### src/rtl/ex_stall_ctrl_pkg.sv
// Shared pipeline definitions for the execute-stage stall controller:
// multi-cycle unit state encoding, default latencies and the counter load helper.
package ex_stall_ctrl_pkg;

  typedef enum logic [1:0] {
    IDLE    = 2'd0,
    MD_BUSY = 2'd1,
    MD_DONE = 2'd2
  } md_state_t;

  localparam int MUL_LAT_DEFAULT = 4;
  localparam int DIV_LAT_DEFAULT = 32;
  localparam int CNT_W           = 6;

  // Busy-cycle count loaded at start; the final latency cycle is the MD_DONE cycle.
  function automatic logic [CNT_W-1:0] start_count(input logic is_div,
                                                   input int   mul_lat,
                                                   input int   div_lat);
    int lat;
    lat = is_div ? div_lat : mul_lat;
    return CNT_W'(lat - 1);
  endfunction

endpackage

### src/rtl/ex_stall_ctrl_hazard_detect.sv
// Combinational load-use hazard compare between the load in ID/EX and the
// source registers of the instruction in IF/ID.
module hazard_detect (
  input  logic       mem_read,
  input  logic [4:0] ex_rt,
  input  logic [4:0] if_rs,
  input  logic [4:0] if_rt,
  output logic       hazard
);

  assign hazard = mem_read && (ex_rt != 5'd0) &&
                  ((ex_rt == if_rs) || (ex_rt == if_rt));

endmodule

### src/rtl/ex_stall_ctrl.sv
// Execute-stage stall controller: load-use stalls plus multi-cycle mult/div
// occupancy. Optional stall performance counter enabled by EX_STALL_PERF_EN.
module ex_stall_ctrl
  import ex_stall_ctrl_pkg::*;
#(
  parameter int MUL_LAT = MUL_LAT_DEFAULT,
  parameter int DIV_LAT = DIV_LAT_DEFAULT
) (
  input  logic        clock,
  input  logic        reset,
  input  logic        id_ex_MemRead,
  input  logic [4:0]  id_ex_rt,
  input  logic [4:0]  if_id_rs,
  input  logic [4:0]  if_id_rt,
  input  logic        md_start,
  input  logic        md_is_div,
  input  logic        flush,
  output logic        PCWrite,
  output logic        IF_ID_Write,
  output logic        ID_EX_bubble,
  output logic        EX_hold,
  output logic        md_busy,
  output logic        md_done,
  output logic [31:0] stall_cycles
);

  md_state_t        state_reg, state_next;
  logic [CNT_W-1:0] cnt_reg, cnt_next;
  logic             hazard;

  hazard_detect u_hazard_detect (
    .mem_read (id_ex_MemRead),
    .ex_rt    (id_ex_rt),
    .if_rs    (if_id_rs),
    .if_rt    (if_id_rt),
    .hazard   (hazard)
  );

  always_ff @(posedge clock) begin
    if (reset) begin
      state_reg <= IDLE;
      cnt_reg   <= '0;
    end else begin
      state_reg <= state_next;
      cnt_reg   <= cnt_next;
    end
  end

  always_comb begin
    state_next   = state_reg;
    cnt_next     = cnt_reg;
    PCWrite      = 1'b1;
    IF_ID_Write  = 1'b1;
    ID_EX_bubble = 1'b0;
    EX_hold      = 1'b0;
    md_busy      = 1'b0;
    md_done      = 1'b0;

    case (state_reg)
      IDLE: begin
        if (hazard) begin
          PCWrite      = 1'b0;
          IF_ID_Write  = 1'b0;
          ID_EX_bubble = 1'b1;
        end
        if (md_start) begin
          state_next = MD_BUSY;
          cnt_next   = start_count(md_is_div, MUL_LAT, DIV_LAT);
        end
      end
      MD_BUSY: begin
        // ID/EX is frozen here, so md_start is a stale copy and is ignored.
        PCWrite     = 1'b0;
        IF_ID_Write = 1'b0;
        EX_hold     = 1'b1;
        md_busy     = 1'b1;
        cnt_next    = cnt_reg - CNT_W'(1);
        if (cnt_reg == CNT_W'(1)) begin
          state_next = MD_DONE;
        end
      end
      MD_DONE: begin
        md_done = 1'b1;
        if (hazard) begin
          PCWrite      = 1'b0;
          IF_ID_Write  = 1'b0;
          ID_EX_bubble = 1'b1;
        end
        if (md_start) begin
          state_next = MD_BUSY;
          cnt_next   = start_count(md_is_div, MUL_LAT, DIV_LAT);
        end else begin
          state_next = IDLE;
          cnt_next   = '0;
        end
      end
      default: begin
        state_next = IDLE;
        cnt_next   = '0;
      end
    endcase

    if (flush) begin
      state_next = IDLE;
      cnt_next   = '0;
    end
  end

`ifdef EX_STALL_PERF_EN
  logic [31:0] stall_cycles_reg;

  always_ff @(posedge clock) begin
    if (reset) begin
      stall_cycles_reg <= '0;
    end else if (!PCWrite && (stall_cycles_reg != 32'hFFFF_FFFF)) begin
      stall_cycles_reg <= stall_cycles_reg + 32'd1;
    end
  end

  assign stall_cycles = stall_cycles_reg;
`else
  assign stall_cycles = 32'd0;
`endif

endmodule

### config.mk
export PLATFORM = sky130hd
export DESIGN_NAME = ex_stall_ctrl
export DESIGN_NICKNAME = d
export VERILOG_FILES = /design/src/rtl/ex_stall_ctrl_pkg.sv /design/src/rtl/ex_stall_ctrl_hazard_detect.sv /design/src/rtl/ex_stall_ctrl.sv
export SDC_FILE = /design/constraint.sdc
export NUM_CORES = 1
export LEC_CHECK = 0
export CORE_ASPECT_RATIO = 1.25
export CORE_UTILIZATION = 35
export DETAILED_ROUTE_END_ITERATION = 6
export PLACE_DENSITY = 0.8
export RECOVER_POWER = 50
export SYNTH_ARGS = -nofsm -noshare
export SYNTH_HDL_FRONTEND = slang
export SYNTH_SLANG_ARGS = --single-unit
### constraint.sdc
create_clock -name clock -period 4.68 [get_ports clock]
set_input_delay 0.936 -clock clock [delete_from_list [all_inputs] [get_ports clock]]
set_output_delay 0.936 -clock clock [all_outputs]
set_load 0.02 [all_outputs]
Yosys cells after proc, flatten, opt, wreduce, memory -nomap -nowiden. Index checks and enable logic that the tools add are counted. W data, S select, Z words.

Add/subtract/negate cells: 2. Eq/ne operators: 7. Muxes and demuxes: 14. Reduce and logical (&&, ||, !) cells: 8.

Operators with widths (count): $mux W6 (3); $pmux W6 S3 (1); $sub A6 B1 Y6 const B (2); $eq A5 B5 Y1 (2); $eq A6 B1 Y1 const B (1); $mux W1 (6); $pmux W2 S3 (1); $reduce_bool A5 Y1 (1); $mux W2 (2); $ne A2 B2 Y1 const B (2); $reduce_or A2 Y1 (2); $eq A2 B1 Y1 const B (1); $eq A2 B2 Y1 const B (1); $logic_and A1 B1 Y1 (2); $logic_not A2 Y1 (1); $pmux W1 S2 (1); $reduce_and A2 Y1 (1); $logic_or A1 B1 Y1 (1).

Register bits: 8. Input bits: 21. Output and inout port bits: 38. Word-level logic and storage cells: 33.

Logic depth before layout (Yosys ltp).
Depth after elaboration: 5. Gate-level depth with buffers: 6. Mapped depth without buffers: 6.

Cells and area by module. A second synthesis with hierarchy kept.

Cell total of the unflattened synthesis: 116. Area total of the unflattened synthesis: 947.2 µm².

By module, submodules not included: ex_stall_ctrl (instances 1, cells each 99, area an instance 822.0 µm², seq. area each 160.2 µm²); hazard_detect (instances 1, cells each 17, area an instance 125.1 µm², seq. area each 0.0 µm²).

Worst setup path after synthesis. No wires, ideal clock.

Kind: in2out. Start: input port id_ex_rt[0]. End: output port PCWrite. Arrival time: 2018 ps. Required time: 3744 ps. Slack: 1726 ps. Cell stages on the path: 4. Path buffers: 1. Cell sequence: or4_1 > o21ai_0 > o21ba_2 > buf_4.

Longest elaborated chain between the ends: 5. Elaborated cells between the ends (all ways): 8. Classes of those cells: 2 x eq/ne; 2 x mux; 4 x reduce/logical.

RTL lines: start, declared (line ex_stall_ctrl.sv:12) `input logic [4:0] id_ex_rt,`; $eq A5 B5 Y1 / $reduce_bool A5 Y1 (equally long branches) (line ex_stall_ctrl_hazard_detect.sv:12, ex_stall_ctrl_hazard_detect.sv:11); $logic_or A1 B1 Y1 / $logic_and A1 B1 Y1 (equally long branches) (line ex_stall_ctrl_hazard_detect.sv:12, ex_stall_ctrl_hazard_detect.sv:11); $logic_and A1 B1 Y1 (*) (line ex_stall_ctrl_hazard_detect.sv:11) `assign hazard = mem_read && (ex_rt != 5'd0) &&`; $mux W1 (*); $pmux W1 S2 (*); end, declared (line ex_stall_ctrl.sv:18) `output logic PCWrite,`.

Every way passes the cells marked *; elsewhere a longest branch is shown, timed or not.

Final worst setup path.
Start: input port id_ex_rt[0]. End: output port PCWrite.

Longest elaborated chain between the ends: 5. Elaborated cells between the ends (all ways): 8. Classes of those cells: 2 x eq/ne; 2 x mux; 4 x reduce/logical.

RTL lines: $eq A5 B5 Y1 / $reduce_bool A5 Y1 (equally long branches) (line ex_stall_ctrl_hazard_detect.sv:12, ex_stall_ctrl_hazard_detect.sv:11); $logic_or A1 B1 Y1 / $logic_and A1 B1 Y1 (equally long branches) (line ex_stall_ctrl_hazard_detect.sv:12, ex_stall_ctrl_hazard_detect.sv:11); $logic_and A1 B1 Y1 (*) (line ex_stall_ctrl_hazard_detect.sv:11); $mux W1 (*) (line ex_stall_ctrl.sv:61, ex_stall_ctrl.sv:84); $pmux W1 S2 (*) (line ex_stall_ctrl.sv:59) `case (state_reg)`.

Marked as above.

==> flow_summary.json <==
{
  "outcome": "finished clean",
  "cts_resized": 0,
  "synthTopCellsByCount": "buf_4, xor2_1, dfxtp_1",
  "clock_sinks": 8,
  "cts_tree": "yes",
  "die_area_um2": 2641,
  "finClkSkew_ns": 0.002440,
  "grt_pass1_wl_um": 2415,
  "synth_edf_count": 0,
  "startpoint_type": "input port",
  "synth_top_area_share_pct": 29.91,
  "cts_hold_buf": 0,
  "arrival_ns": 2.97,
  "first_pass_iters": 3,
  "syn_avg_cell_area_um2": 8.050,
  "drive_gt1_share_pct": 6.154,
  "cts.path.max_buffers": 2,
  "power.switching_w": 0.00007597,
  "ys_top_cells_by_area": "buf_4, dfxtp_1, xor2_1",
  "ys_seq_elements": 8,
  "endpoint_kind": "output pin",
  "largest_register_ffs": 6,
  "path_common_cell": "clkdlybuf4s50_1",
  "clockPowerShare_pct": 25.2,
  "finalSetupViolCount": 0,
  "path_cells": "clkdlybuf4s50_1 > or4_1 > o21ai_0 > o21ba_2 > clkdlybuf4s50_1",
  "ys.flop_type": "dfxtp_1",
  "std_cell_rows": 19,
  "worst_path_dominant_cell_family": "buffers and inverters",
  "pin_count": 59,
  "cts_root_buffer": "clkbuf_4",
  "die_x_um": 46.17,
  "cts.clk_slew.worst_paths_ns": 0.05,
  "area_growth_pct": 19.65,
  "critical_path.max_fanout": 3,
  "antenna_left": 0,
  "hold_viol": 0,
  "holdWs_ns": 0.5874,
  "setup_tns_ns": 0,
  "antenna_found_initial": 0,
  "grt_pass1_vias": 585,
  "peakVddDrop_v": 0.0001429,
  "drc": 0,
  "vias_per_cell": 4.497,
  "cts_setup_buffers": 0,
  "numPortBuffers": 26,
  "overflow": 0,
  "fmax_ghz": 0.2559,
  "required_ns": 3.74,
  "final_nets": 155,
  "yosys_warnings": 0,
  "power_frac_seq_pct": 36.2,
  "p_int_w": 0.0001345,
  "hold_class": "reg -> reg",
  "p_leak_nw": 0.4267,
  "crit_type": "in -> out",
  "cts_inserted_buffers": 3,
  "start_util_pct": 37.78,
  "maxCapViolCount": 0,
  "ys_seq_area_share_pct": 18.77,
  "rsz0062_at_grt": "false",
  "clk-insertion-delay-late_ns": 0.26,
  "synthArstFlopShare_pct": 0,
  "slowest_stage": "clkdlybuf4s50_1",
  "gp_congestion": 0.8415,
  "dp_hpwl_um": 1442,
  "route.vias.total": 724,
  "power.density_nw_per_um2": 206.2,
  "setup_ws_ns": 0.7728,
  "drt-initial-drc-count": 4,
  "fill_cells": 239,
  "place_ws_ns": 0.7481,
  "synth_cells": 106,
  "drt_wl_total_um": 1734,
  "critPathBufInv": 2,
  "grtUsageTotal_pct": 12.80,
  "ys_types": 34,
  "core_area_um2": 2258,
  "total_power_w": 0.0002105,
  "synth.most_common_cell": "buf_4",
  "pwr-share-comb_pct": 38.6,
  "diodes": 0,
  "synth_top_cell_by_area": "buf_4",
  "min_period_ns": 3.907,
  "finalMaxSlewViolations": 0,
  "cts-htree-levels": 1,
  "slowest_delay_ns": 0.60,
  "p_sw_share_pct": 36.09,
  "period_share_pct": 83.49,
  "netlist_area_um2": 853.3,
  "grt_max_degree": 14,
  "wl_per_cell_um": 10.77,
  "die_y_um": 57.21
}
-- worst register-to-register path: cells and delay by family (launching register included) --
kind,cells,cell delay [ns]
AO/OA/AOI/OAI,2,0.34
flip-flops,1,0.58
AND/OR/NAND/NOR,1,0.48
-- power by group through the flow --
stage               clock network (W)   logic, W  registers, W
floorplan                           0  0.0000759     0.0000753
global placement                    0  0.0000793     0.0000767
detailed placement                  0  0.0000815     0.0000773
CTS                         0.0000548  0.0000817     0.0000758
global route                0.0000567  0.0000887     0.0000764
finish                      0.0000531  0.0000813     0.0000761
-- layer usage --
metal  share of wire (%)  GRT usage [%]
met1                  36          11.70
met2                  51          23.34
met3                  11          4.430
met4                 1.6          6.723
met5                   0              0
-- cell usage in the layout, fill, tap and decap left out, types with 2 or more instances in the layout --
cell,n
dfxtp_1,8
a31oi_1,2
conb_1,32
xor2_1,11
inv_1,2
nor3_1,5
ha_1,2
clkbuf_4,3
clkdlybuf4s50_1,25
o21ai_0,2
nand2_1,4
nor2_1,5
nor2b_1,4
nand2b_1,2
a21oi_1,4
-- logic make-up after synthesis --
| group | share of synthesized area, % |
|---|---|
| other | 0.4395 |
| adders and majority gates | 2.932 |
| and+or+nand+nor | 19.35 |
| xor gates and xnor gates | 12.32 |
| DFF | 18.77 |
| buffers and inverters | 32.55 |
| AOI/OAI and AO/OA | 13.64 |
-- final timing paths --
path	startpoint	endpoint	slack, ns	cells past startpoint
worst max-delay path	id_ex_rt[0]	PCWrite	0.77	5
worst min-delay path	cnt_reg[4]$_SDFFE_PP0P_	state_reg[1]$_SDFFE_PP0P_	0.59	3
worst max register to register	state_reg[0]$_SDFFE_PP0P_	state_reg[0]$_SDFFE_PP0P_	3.21	3
worst min register to register	cnt_reg[4]$_SDFFE_PP0P_	state_reg[1]$_SDFFE_PP0P_	0.59	3
-- cell type report --
cell class                 count  area [um2]  share of cell area, %
clock buffer                   3       22.52                  2.206
multi-input combinational     91       531.8                  52.08
inverter                       2       7.507                 0.7353
tap                           31       38.79                  3.799
timing repair buffer          26       260.3                  25.49
sequential                     8       160.2                  15.69
-- per-stage QoR --
step	cells	cell area (um2)	utilization [%]
6_report	161	1021	45.21
4_1_cts	161	1021	45.21
2_1_floorplan	137	969.7	-
5_1_grt	161	1021	45.21
3_3_place_gp	158	998.5	44.21
3_5_place_dp	158	998.5	44.21
Power figures use the tool's default switching activity.
